`src/rtl/cv32e40x_pkg.sv`:
```
// Shared register-file types for the pair-access read block.
package cv32e40x_pkg;
  typedef logic [4:0]  rf_addr_t;
  typedef logic [31:0] rf_data_t;

  typedef enum logic { RV32I, RV32E } rv32_e;
  typedef enum logic { IDLE, PAIR2 } rf_pair_state_e;

  localparam int RF_PAIR_LANES = 4;
  localparam int RF_NUM_REGS   = 32;

  // Pair partner of a register: flip the LSB (x1 pairs with x0, x15 with x14).
  function automatic rf_addr_t rf_pair_addr(rf_addr_t a);
    return a ^ rf_addr_t'(1);
  endfunction

  // x0 is hardwired to zero and RV32E has no registers above x15.
  function automatic logic rf_addr_legal(rv32_e rv, rf_addr_t a);
    return (a != '0) && !((rv == RV32E) && a[4]);
  endfunction
endpackage

```
`src/rtl/cv32e40x_rf_pair_access_if.sv`:
```
// Request/response and write-port bundle between ID/WB and the register file.
interface cv32e40x_rf_pair_access_if
  import cv32e40x_pkg::*;
#(
  parameter int NUM_WR_PORTS = 2
);
  logic                         req_valid_i;
  logic                         req_ready_o;
  logic                         dualread_i;
  rf_addr_t [1:0]               raddr_i;
  logic                         rsp_valid_o;
  logic                         rsp_ready_i;
  rf_data_t [RF_PAIR_LANES-1:0] rdata_o;
  rf_addr_t [NUM_WR_PORTS-1:0]  waddr_i;
  rf_data_t [NUM_WR_PORTS-1:0]  wdata_i;
  logic [NUM_WR_PORTS-1:0]      we_i;

  modport master (
    output req_valid_i, dualread_i, raddr_i, rsp_ready_i, waddr_i, wdata_i, we_i,
    input  req_ready_o, rsp_valid_o, rdata_o
  );

  modport slave (
    input  req_valid_i, dualread_i, raddr_i, rsp_ready_i, waddr_i, wdata_i, we_i,
    output req_ready_o, rsp_valid_o, rdata_o
  );
endinterface

```
`src/rtl/cv32e40x_rf_storage.sv`:
```
// GPR flop array: NUM_RD combinational read ports with write-through bypass,
// NUM_WR write ports where the higher index wins on a collision.
module cv32e40x_rf_storage
  import cv32e40x_pkg::*;
#(
  parameter int    NUM_RD = 4,
  parameter int    NUM_WR = 2,
  parameter rv32_e RV32   = RV32I
) (
  input  logic                  clk,
  input  logic                  rst_n,
  input  rf_addr_t [NUM_RD-1:0] i_raddr,
  output rf_data_t [NUM_RD-1:0] o_rdata,
  input  rf_addr_t [NUM_WR-1:0] i_waddr,
  input  rf_data_t [NUM_WR-1:0] i_wdata,
  input  logic [NUM_WR-1:0]     i_we
);
  rf_data_t [RF_NUM_REGS-1:0] r_mem;
  logic [NUM_WR-1:0]          w_wvalid;

  always_comb begin
    w_wvalid = '0;
    for (int w = 0; w < NUM_WR; w++)
      w_wvalid[w] = i_we[w] && rf_addr_legal(RV32, i_waddr[w]);
  end

  // Later iterations overwrite earlier ones, giving the higher port priority.
  always_ff @(posedge clk or negedge rst_n) begin
    if (!rst_n) begin
      r_mem <= '0;
    end else begin
      for (int w = 0; w < NUM_WR; w++)
        if (w_wvalid[w]) r_mem[i_waddr[w]] <= i_wdata[w];
    end
  end

  always_comb begin
    o_rdata = '0;
    for (int p = 0; p < NUM_RD; p++) begin
      o_rdata[p] = r_mem[i_raddr[p]];
      for (int w = 0; w < NUM_WR; w++)
        if (w_wvalid[w] && (i_waddr[w] == i_raddr[p])) o_rdata[p] = i_wdata[w];
      if (!rf_addr_legal(RV32, i_raddr[p])) o_rdata[p] = '0;
    end
  end
endmodule

```
`src/rtl/cv32e40x_rf_pair_access.sv`:
```
// Register-file front end: valid/ready operand and register-pair reads.
// With two physical read ports a pair read is split over an extra PAIR2 cycle.
module cv32e40x_rf_pair_access
  import cv32e40x_pkg::*;
#(
  parameter int    NUM_PHYS_RD_PORTS = 4,    // 2 or 4
  parameter rv32_e RV32              = RV32I,
  parameter int    NUM_WR_PORTS      = 2     // 1 or 2
) (
  input logic                      clk,
  input logic                      rst_n,
  cv32e40x_rf_pair_access_if.slave bus
);
  rf_pair_state_e                    r_state, w_state_nxt;
  logic                              r_rsp_valid, w_rsp_valid_nxt;
  rf_data_t [RF_PAIR_LANES-1:0]      r_rdata, w_rdata_nxt;
  rf_addr_t [NUM_PHYS_RD_PORTS-1:0]  w_port_addr;
  rf_data_t [NUM_PHYS_RD_PORTS-1:0]  w_port_data;
  rf_data_t [RF_PAIR_LANES-1:0]      w_lane;
  rf_data_t [1:0]                    w_held;
  logic                              w_ready, w_accept, w_split;

  assign w_ready  = (r_state == IDLE) && (!r_rsp_valid || bus.rsp_ready_i);
  assign w_accept = bus.req_valid_i && w_ready;
  assign w_split  = (NUM_PHYS_RD_PORTS == 2) && bus.dualread_i;

  cv32e40x_rf_storage #(
    .NUM_RD (NUM_PHYS_RD_PORTS),
    .NUM_WR (NUM_WR_PORTS),
    .RV32   (RV32)
  ) u_storage (
    .clk     (clk),
    .rst_n   (rst_n),
    .i_raddr (w_port_addr),
    .o_rdata (w_port_data),
    .i_waddr (bus.waddr_i),
    .i_wdata (bus.wdata_i),
    .i_we    (bus.we_i)
  );

  if (NUM_PHYS_RD_PORTS == 4) begin : g_rd4
    assign w_port_addr = {rf_pair_addr(bus.raddr_i[1]), rf_pair_addr(bus.raddr_i[0]),
                          bus.raddr_i[1], bus.raddr_i[0]};
    assign w_lane      = w_port_data;
    assign w_held      = '0;
  end else begin : g_rd2
    rf_addr_t [1:0] r_haddr;
    rf_data_t [1:0] r_hdata;

    // First half of a split pair: keep A/B data from the accept cycle and the
    // addresses so PAIR2 can fetch the partners.
    always_ff @(posedge clk or negedge rst_n) begin
      if (!rst_n) begin
        r_haddr <= '0;
        r_hdata <= '0;
      end else if (w_accept && bus.dualread_i) begin
        r_haddr <= bus.raddr_i;
        r_hdata <= w_port_data;
      end
    end

    assign w_port_addr = (r_state == PAIR2) ?
                         {rf_pair_addr(r_haddr[1]), rf_pair_addr(r_haddr[0])} : bus.raddr_i;
    assign w_lane      = {w_port_data, w_port_data};
    assign w_held      = r_hdata;
  end

  always_ff @(posedge clk or negedge rst_n) begin
    if (!rst_n) begin
      r_state     <= IDLE;
      r_rsp_valid <= 1'b0;
      r_rdata     <= '0;
    end else begin
      r_state     <= w_state_nxt;
      r_rsp_valid <= w_rsp_valid_nxt;
      r_rdata     <= w_rdata_nxt;
    end
  end

  always_comb begin
    w_state_nxt     = r_state;
    w_rsp_valid_nxt = r_rsp_valid && !bus.rsp_ready_i;
    w_rdata_nxt     = r_rdata;
    case (r_state)
      IDLE: begin
        if (w_accept) begin
          if (w_split) begin
            w_state_nxt = PAIR2;
          end else begin
            w_rsp_valid_nxt = 1'b1;
            w_rdata_nxt     = w_lane;
            if (!bus.dualread_i) w_rdata_nxt[3:2] = '0;
          end
        end
      end
      PAIR2: begin
        // All four lanes publish together; partners reflect this cycle's writes.
        w_state_nxt     = IDLE;
        w_rsp_valid_nxt = 1'b1;
        w_rdata_nxt     = {w_lane[3], w_lane[2], w_held[1], w_held[0]};
      end
      default: w_state_nxt = IDLE;
    endcase
  end

  assign bus.req_ready_o = w_ready;
  assign bus.rsp_valid_o = r_rsp_valid;
  assign bus.rdata_o     = r_rdata;
endmodule

```
`src/flat_wrapper.sv`:
```
// flat-port wrapper written by rule: the top's interface ports become plain ports
module cv32e40x_rf_pair_access_flat import cv32e40x_pkg::*;
#(
  parameter int    NUM_PHYS_RD_PORTS = 4,             
  parameter rv32_e RV32              = RV32I,
  parameter int    NUM_WR_PORTS      = 2              
)
  (clk, rst_n, bus_req_valid_i, bus_dualread_i, bus_raddr_i, bus_rsp_ready_i, bus_waddr_i, bus_wdata_i, bus_we_i, bus_req_ready_o, bus_rsp_valid_o, bus_rdata_o);
  cv32e40x_rf_pair_access_if #(.NUM_WR_PORTS(NUM_WR_PORTS)) bus_i ();
  input logic clk;
  input logic rst_n;
  input wire logic [$bits(bus_i.req_valid_i)-1:0] bus_req_valid_i;
  input wire logic [$bits(bus_i.dualread_i)-1:0] bus_dualread_i;
  input wire logic [$bits(bus_i.raddr_i)-1:0] bus_raddr_i;
  input wire logic [$bits(bus_i.rsp_ready_i)-1:0] bus_rsp_ready_i;
  input wire logic [$bits(bus_i.waddr_i)-1:0] bus_waddr_i;
  input wire logic [$bits(bus_i.wdata_i)-1:0] bus_wdata_i;
  input wire logic [$bits(bus_i.we_i)-1:0] bus_we_i;
  output wire logic [$bits(bus_i.req_ready_o)-1:0] bus_req_ready_o;
  output wire logic [$bits(bus_i.rsp_valid_o)-1:0] bus_rsp_valid_o;
  output wire logic [$bits(bus_i.rdata_o)-1:0] bus_rdata_o;
  assign bus_i.req_valid_i = bus_req_valid_i;
  assign bus_i.dualread_i = bus_dualread_i;
  assign bus_i.raddr_i = bus_raddr_i;
  assign bus_i.rsp_ready_i = bus_rsp_ready_i;
  assign bus_i.waddr_i = bus_waddr_i;
  assign bus_i.wdata_i = bus_wdata_i;
  assign bus_i.we_i = bus_we_i;
  assign bus_req_ready_o = bus_i.req_ready_o;
  assign bus_rsp_valid_o = bus_i.rsp_valid_o;
  assign bus_rdata_o = bus_i.rdata_o;
  cv32e40x_rf_pair_access #(.NUM_PHYS_RD_PORTS(NUM_PHYS_RD_PORTS), .RV32(RV32), .NUM_WR_PORTS(NUM_WR_PORTS)) u_core (.clk(clk), .rst_n(rst_n), .bus(bus_i));
endmodule
```
`config.mk`:
```
export PLATFORM = sky130hd
export DESIGN_NAME = cv32e40x_rf_pair_access_flat
export DESIGN_NICKNAME = d
export VERILOG_FILES = /design/src/rtl/cv32e40x_pkg.sv /design/src/rtl/cv32e40x_rf_pair_access_if.sv /design/src/rtl/cv32e40x_rf_storage.sv /design/src/rtl/cv32e40x_rf_pair_access.sv /design/src/flat_wrapper.sv
export SDC_FILE = /design/constraint.sdc
export NUM_CORES = 2
export LEC_CHECK = 0
export CAP_MARGIN = 0
export CORE_ASPECT_RATIO = 1.25
export CORE_MARGIN = 2
export CORE_UTILIZATION = 39
export CTS_CLUSTER_DIAMETER = 200
export CTS_CLUSTER_SIZE = 14
export DETAILED_ROUTE_END_ITERATION = 12
export GPL_ROUTABILITY_DRIVEN = 1
export PLACE_DENSITY = 0.53
export SLEW_MARGIN = 20
export SYNTH_ARGS = -nofsm -noshare
export SYNTH_HDL_FRONTEND = slang
export SYNTH_HIERARCHICAL = 1
export SYNTH_SLANG_ARGS = --single-unit
```
`constraint.sdc`:
```
create_clock -name clk -period 2.52 [get_ports clk]
set_input_delay 0.504 -clock clk [delete_from_list [all_inputs] [get_ports clk]]
set_output_delay 0.504 -clock clk [all_outputs]
set_load 0.1 [all_outputs]
```
==> impl_results.rst <==
.. list-table::
   :header-rows: 1

   * - Metric
     - Value
   * - Synthesized area divided by synthesized cell count
     - 10.1 um2
   * - Maximum fanout along the worst path
     - 2
   * - Type of destination of the critical path
     - output port
   * - Destination of the worst hold path
     - u_core/bus.rdata_o[82]
   * - Maximum achievable frequency
     - 393 MHz
   * - Initial drt markers
     - 11200
   * - Distinct cells, synth
     - 50
   * - First-pass GRT wire length
     - 641000 um
   * - Critical path start-end classification
     - reg2out
   * - Relative area change from synthesis to final layout
     - 19.9%
   * - Clk_lat worst skew
     - 0.80 ns
   * - Worst reg-to-reg setup slack
     - 0.06 ns
   * - Number of hold violations in the final report
     - 0
   * - Max capacitance violation total
     - 0
   * - Post-Route Utilization
     - 46.9%
   * - Number of port buffers
     - 220
   * - Share of power burned in registers
     - 41.9%
   * - Die Area
     - 230000 um2
   * - Required time of the worst setup path
     - 2.02 ns
   * - LEAKAGE
     - 0.0461 uW
   * - Post-synth EDFFs
     - 0
   * - Total clock buffers created by CTS
     - 92
   * - Cell Int Power
     - 42700 uW
   * - Effective utilization at floorplan
     - 39.1%
   * - Final period demand of the worst path
     - 2.55 ns
   * - Post-synthesis async set-or-reset flop share
     - 100%
   * - Slack of the critical path
     - -0.0267 ns
   * - Number of clock sinks seen by CTS
     - 1153
   * - Post-Synthesis Net Count
     - 8780
   * - Share of cells above drive strength 1
     - 25.7%
   * - Unrepaired setup endpoints after global routing
     - false
   * - Warning count from the yosys run
     - 6
   * - Via-to-Cell Ratio
     - 6.89
   * - Worst path bufs/invs
     - 1
   * - Antenna-violating nets left
     - 0
   * - CP Launch Type
     - flip-flop
   * - Routed wire length
     - 463000 um
   * - Vias after detailed routing
     - 82800
   * - Fraction of power spent switching nets
     - 40.7%
   * - VDD IR-drop max
     - 0.653 mV
   * - Number of levels the H-tree was split into
     - 3
   * - Synth Instances
     - 8689
   * - Final setup TNS
     - -0.0346 ns
   * - CP max stage delay
     - 0.82 ns
   * - Worst Path Arrival
     - 2.04 ns
   * - Estimated wirelength of the detail-placed design
     - 330000 um
   * - Hold path startpoint
     - bus_req_valid_i
   * - Placed cell areas
     - 103000 um2
   * - Total standard cell area after synthesis
     - 88200 um2
   * - Total congestion overflow after global routing
     - 0
   * - Worst reg2reg path depth
     - 10
   * - Buffer depth of the longest clock path
     - 3
   * - Share of synthesized area occupied by flip-flops and latches
     - 32.7%
   * - Largest net degree at the start of global routing
     - 104
   * - Power per cell area
     - 682 nW/um2
   * - Post-DR wirelength/cell
     - 38.5 um
   * - Flop and latch count out of synthesis
     - 1153
   * - Layout Skew
     - 0.0457 ns
   * - R2R Path Start
     - u_core/u_storage/r_mem[548]
   * - Area of the core
     - 225000 um2
   * - Die Y-Extent
     - 536 um
   * - Logic depth of the worst setup path including buffers
     - 1
   * - Failing checks
     - negative setup slack
   * - Clock root cell
     - sky130_fd_sc_hd__clkbuf_16
   * - RD Place Congestion
     - 1.02
   * - Relative max-transition margin
     - 44.6%
   * - Transition time of the tightest slew-check pin
     - 0.828 ns
   * - Most frequent standard cell in the layout excluding fill and tap cells
     - sky130_fd_sc_hd__mux2i_1
   * - Clock transition at the registers of the reported paths
     - 0.07 ns
   * - Crit-path cells
     - buf_4
   * - Run status
     - finished, violations left
   * - Remaining routing DRC violations
     - 0
   * - Crit path max-delay family
     - flip-flops
   * - Count of final max-slew check failures
     - 0
   * - Initial antenna violation count
     - 28
   * - Number of global-route vias before repair
     - 80500
   * - Slowest library cell on the worst path
     - sky130_fd_sc_hd__dfrtp_1
   * - Top FF cell, synth
     - sky130_fd_sc_hd__dfrtp_1
   * - Post-route standard cell area excluding fillers
     - 106000 um2
   * - Leading cell types in the layout, fill and taps excluded
     - sky130_fd_sc_hd__mux2i_1, sky130_fd_sc_hd__dfrtp_1, sky130_fd_sc_hd__buf_4
   * - Logic pwr share
     - 38.2%
   * - Net count reported at finish
     - 9124
   * - TritonCTS clock tree
     - built
   * - Worst Hold Depth
     - 3
   * - Reg-to-reg critical path endpoint
     - u_core/bus.rdata_o[100]
   * - I/O pin cnt
     - 221
   * - Final number of setup-violating endpoints
     - 2
   * - Placement Rows
     - 195
   * - Final Total Pwr
     - 72100 uW
   * - Sw Pwr
     - 29300 uW
   * - Classification of the worst-slack hold path
     - in2reg
   * - Final cycle utilization of the critical path
     - 101%
   * - First-pass iteration count of the detailed router
     - 8
   * - Total GRT Usage
     - 39.3%
   * - Portion of total power attributed to the clock network
     - 19.9%
   * - Width of the die
     - 429 um
[cell type report]
type / instances / area [um2]
inverter: 34 / 143
timing repair buffer: 1368 / 15500
multi-input combinational: 6384 / 55100
fill: 20900 / 119000
clock inverter: 7 / 119
clock buffer: 93 / 2330
tap: 2955 / 3700
sequential: 1153 / 28900
antenna: 20 / 50.0
[routing by layer]
| metal | part of all wire [%] | vias up | routed length (um) | GRT usage [%] |
|---|---|---|---|---|
| li1 | - | 33500 | - | - |
| met1 | 34 | 41500 | 158000 | 44.7 |
| met2 | 44 | 5867 | 204000 | 59.9 |
| met3 | 9.8 | 1813 | 45500 | 8.93 |
| met4 | 12 | 12 | 55300 | 39.6 |
| met5 | 0.016 | - | 76 | 0 |
[what timing repair did]
item,in CTS,in global routing
pin swaps,1,6
endpoints found under the setup margin,124,105
endpoints found under the hold margin,25,0
buffers inserted,0,8
cloned,0,1
resized for setup,7,10
hold buffers,1,0
[metrics by stage]
step / hold slack, ns / instances / setup WS, ns
3_5_place_dp: 0.421 / 11900 / -1.19
2_1_floorplan: 0.208 / 8689 / 0.00864
3_3_place_gp: 0.412 / 11900 / -1.33
6_report: 0.283 / 12000 / -0.0267
4_1_cts: 0.241 / 12000 / 0.00874
5_1_grt: 0.299 / 12000 / 0.00359
[power by group through the flow]
stage	logic (uW)	registers [uW]	clock network, uW
after floorplan	16000	30700	0
after detailed placement	27100	30000	0
after global placement	26500	29600	0
after CTS	27100	29700	14500
final	27500	30200	14400
after global routing	29000	30600	15100
[Yosys cell counts (3+ instances only)]
| cell | instances | area share [%] |
|---|---|---|
| sky130_fd_sc_hd__or2_1 | 3 | 0.021 |
| sky130_fd_sc_hd__o22ai_1 | 124 | 0.88 |
| sky130_fd_sc_hd__nand2b_1 | 6 | 0.043 |
| sky130_fd_sc_hd__and3b_1 | 3 | 0.030 |
| sky130_fd_sc_hd__nor4b_2 | 3 | 0.051 |
| sky130_fd_sc_hd__buf_1 | 113 | 0.48 |
| sky130_fd_sc_hd__nor4_1 | 4 | 0.028 |
| sky130_fd_sc_hd__or3_1 | 3 | 0.021 |
| sky130_fd_sc_hd__nand2_1 | 838 | 3.6 |
| sky130_fd_sc_hd__o21ai_1 | 22 | 0.12 |
| sky130_fd_sc_hd__xnor2_1 | 24 | 0.24 |
| sky130_fd_sc_hd__nor2b_1 | 16 | 0.11 |
| sky130_fd_sc_hd__mux2_2 | 124 | 1.6 |
| sky130_fd_sc_hd__mux2_1 | 8 | 0.10 |
| sky130_fd_sc_hd__buf_6 | 11 | 0.14 |
| sky130_fd_sc_hd__and4_1 | 4 | 0.040 |
| sky130_fd_sc_hd__xor2_1 | 16 | 0.16 |
| sky130_fd_sc_hd__o21ai_0 | 679 | 3.9 |
| sky130_fd_sc_hd__buf_4 | 37 | 0.32 |
| sky130_fd_sc_hd__or2_2 | 4 | 0.028 |
| sky130_fd_sc_hd__a311oi_1 | 124 | 1.2 |
| sky130_fd_sc_hd__a21oi_1 | 705 | 4.0 |
| sky130_fd_sc_hd__a211oi_1 | 4 | 0.034 |
| sky130_fd_sc_hd__a21bo_1 | 64 | 0.73 |
| sky130_fd_sc_hd__inv_1 | 34 | 0.14 |
| sky130_fd_sc_hd__clkbuf_1 | 677 | 2.9 |
| sky130_fd_sc_hd__o221ai_2 | 30 | 0.51 |
| sky130_fd_sc_hd__nor2_1 | 495 | 2.1 |
| sky130_fd_sc_hd__or3b_1 | 4 | 0.040 |
| sky130_fd_sc_hd__and2_0 | 3 | 0.021 |
| sky130_fd_sc_hd__buf_2 | 280 | 1.6 |
| sky130_fd_sc_hd__nor3_1 | 70 | 0.40 |
| sky130_fd_sc_hd__mux4_2 | 620 | 16 |
| sky130_fd_sc_hd__nand3_1 | 71 | 0.40 |
| sky130_fd_sc_hd__a22oi_1 | 16 | 0.14 |
| sky130_fd_sc_hd__nand4_1 | 72 | 0.51 |
| sky130_fd_sc_hd__a22o_1 | 124 | 1.2 |
| sky130_fd_sc_hd__a221oi_1 | 124 | 1.2 |
| sky130_fd_sc_hd__and3_1 | 6 | 0.043 |
| sky130_fd_sc_hd__nand3b_1 | 10 | 0.085 |
| sky130_fd_sc_hd__dfrtp_1 | 1153 | 33 |
| sky130_fd_sc_hd__o221ai_1 | 222 | 2.2 |
| sky130_fd_sc_hd__mux2_4 | 56 | 0.95 |
| sky130_fd_sc_hd__or3b_2 | 6 | 0.060 |
| sky130_fd_sc_hd__mux2i_1 | 1672 | 19 |
[kinds of logic (layout without fill, tap and decap cells)]
| family | after synthesis | in the layout | synth area share (%) |
|---|---|---|---|
| AND/OR/NAND/NOR | 1626 | 1626 | 7.68 |
| XOR/XNOR | 40 | 40 | 0.397 |
| multiplexers | 2480 | 2480 | 37.5 |
| buffers and inverters | 1152 | 1502 | 5.55 |
| flip-flops | 1153 | 1153 | 32.7 |
| AO/OA/AOI/OAI | 2238 | 2238 | 16.2 |
| other | 0 | 20 | 0 |
[worst max-delay path by stage]
| stage | startpoint | endpoint | slack, ns |
|---|---|---|---|
| 3_5_place_dp | bus_waddr_i[0] | u_core/bus.rdata_o[98] | -1.19 |
| 5_1_grt | bus_waddr_i[7] | u_core/bus.rdata_o[105] | 0.004 |
| 4_1_cts | bus_waddr_i[0] | u_core/bus.rdata_o[75] | 0.009 |
| 6_report | u_core/bus.rdata_o[96] | bus_rdata_o[96] | -0.03 |
| 2_1_floorplan | bus_raddr_i[7] | u_core/bus.rdata_o[110] | 0.009 |
| 3_3_place_gp | bus_waddr_i[0] | u_core/bus.rdata_o[64] | -1.33 |
[registers in the layout (all words and copies together), names as in the netlist]
register                flops
u_core/bus.rdata_o        128
u_core/bus.rsp_valid_o      1
u_core/u_storage/r_mem   1024
(Power assumes the default switching activity.)
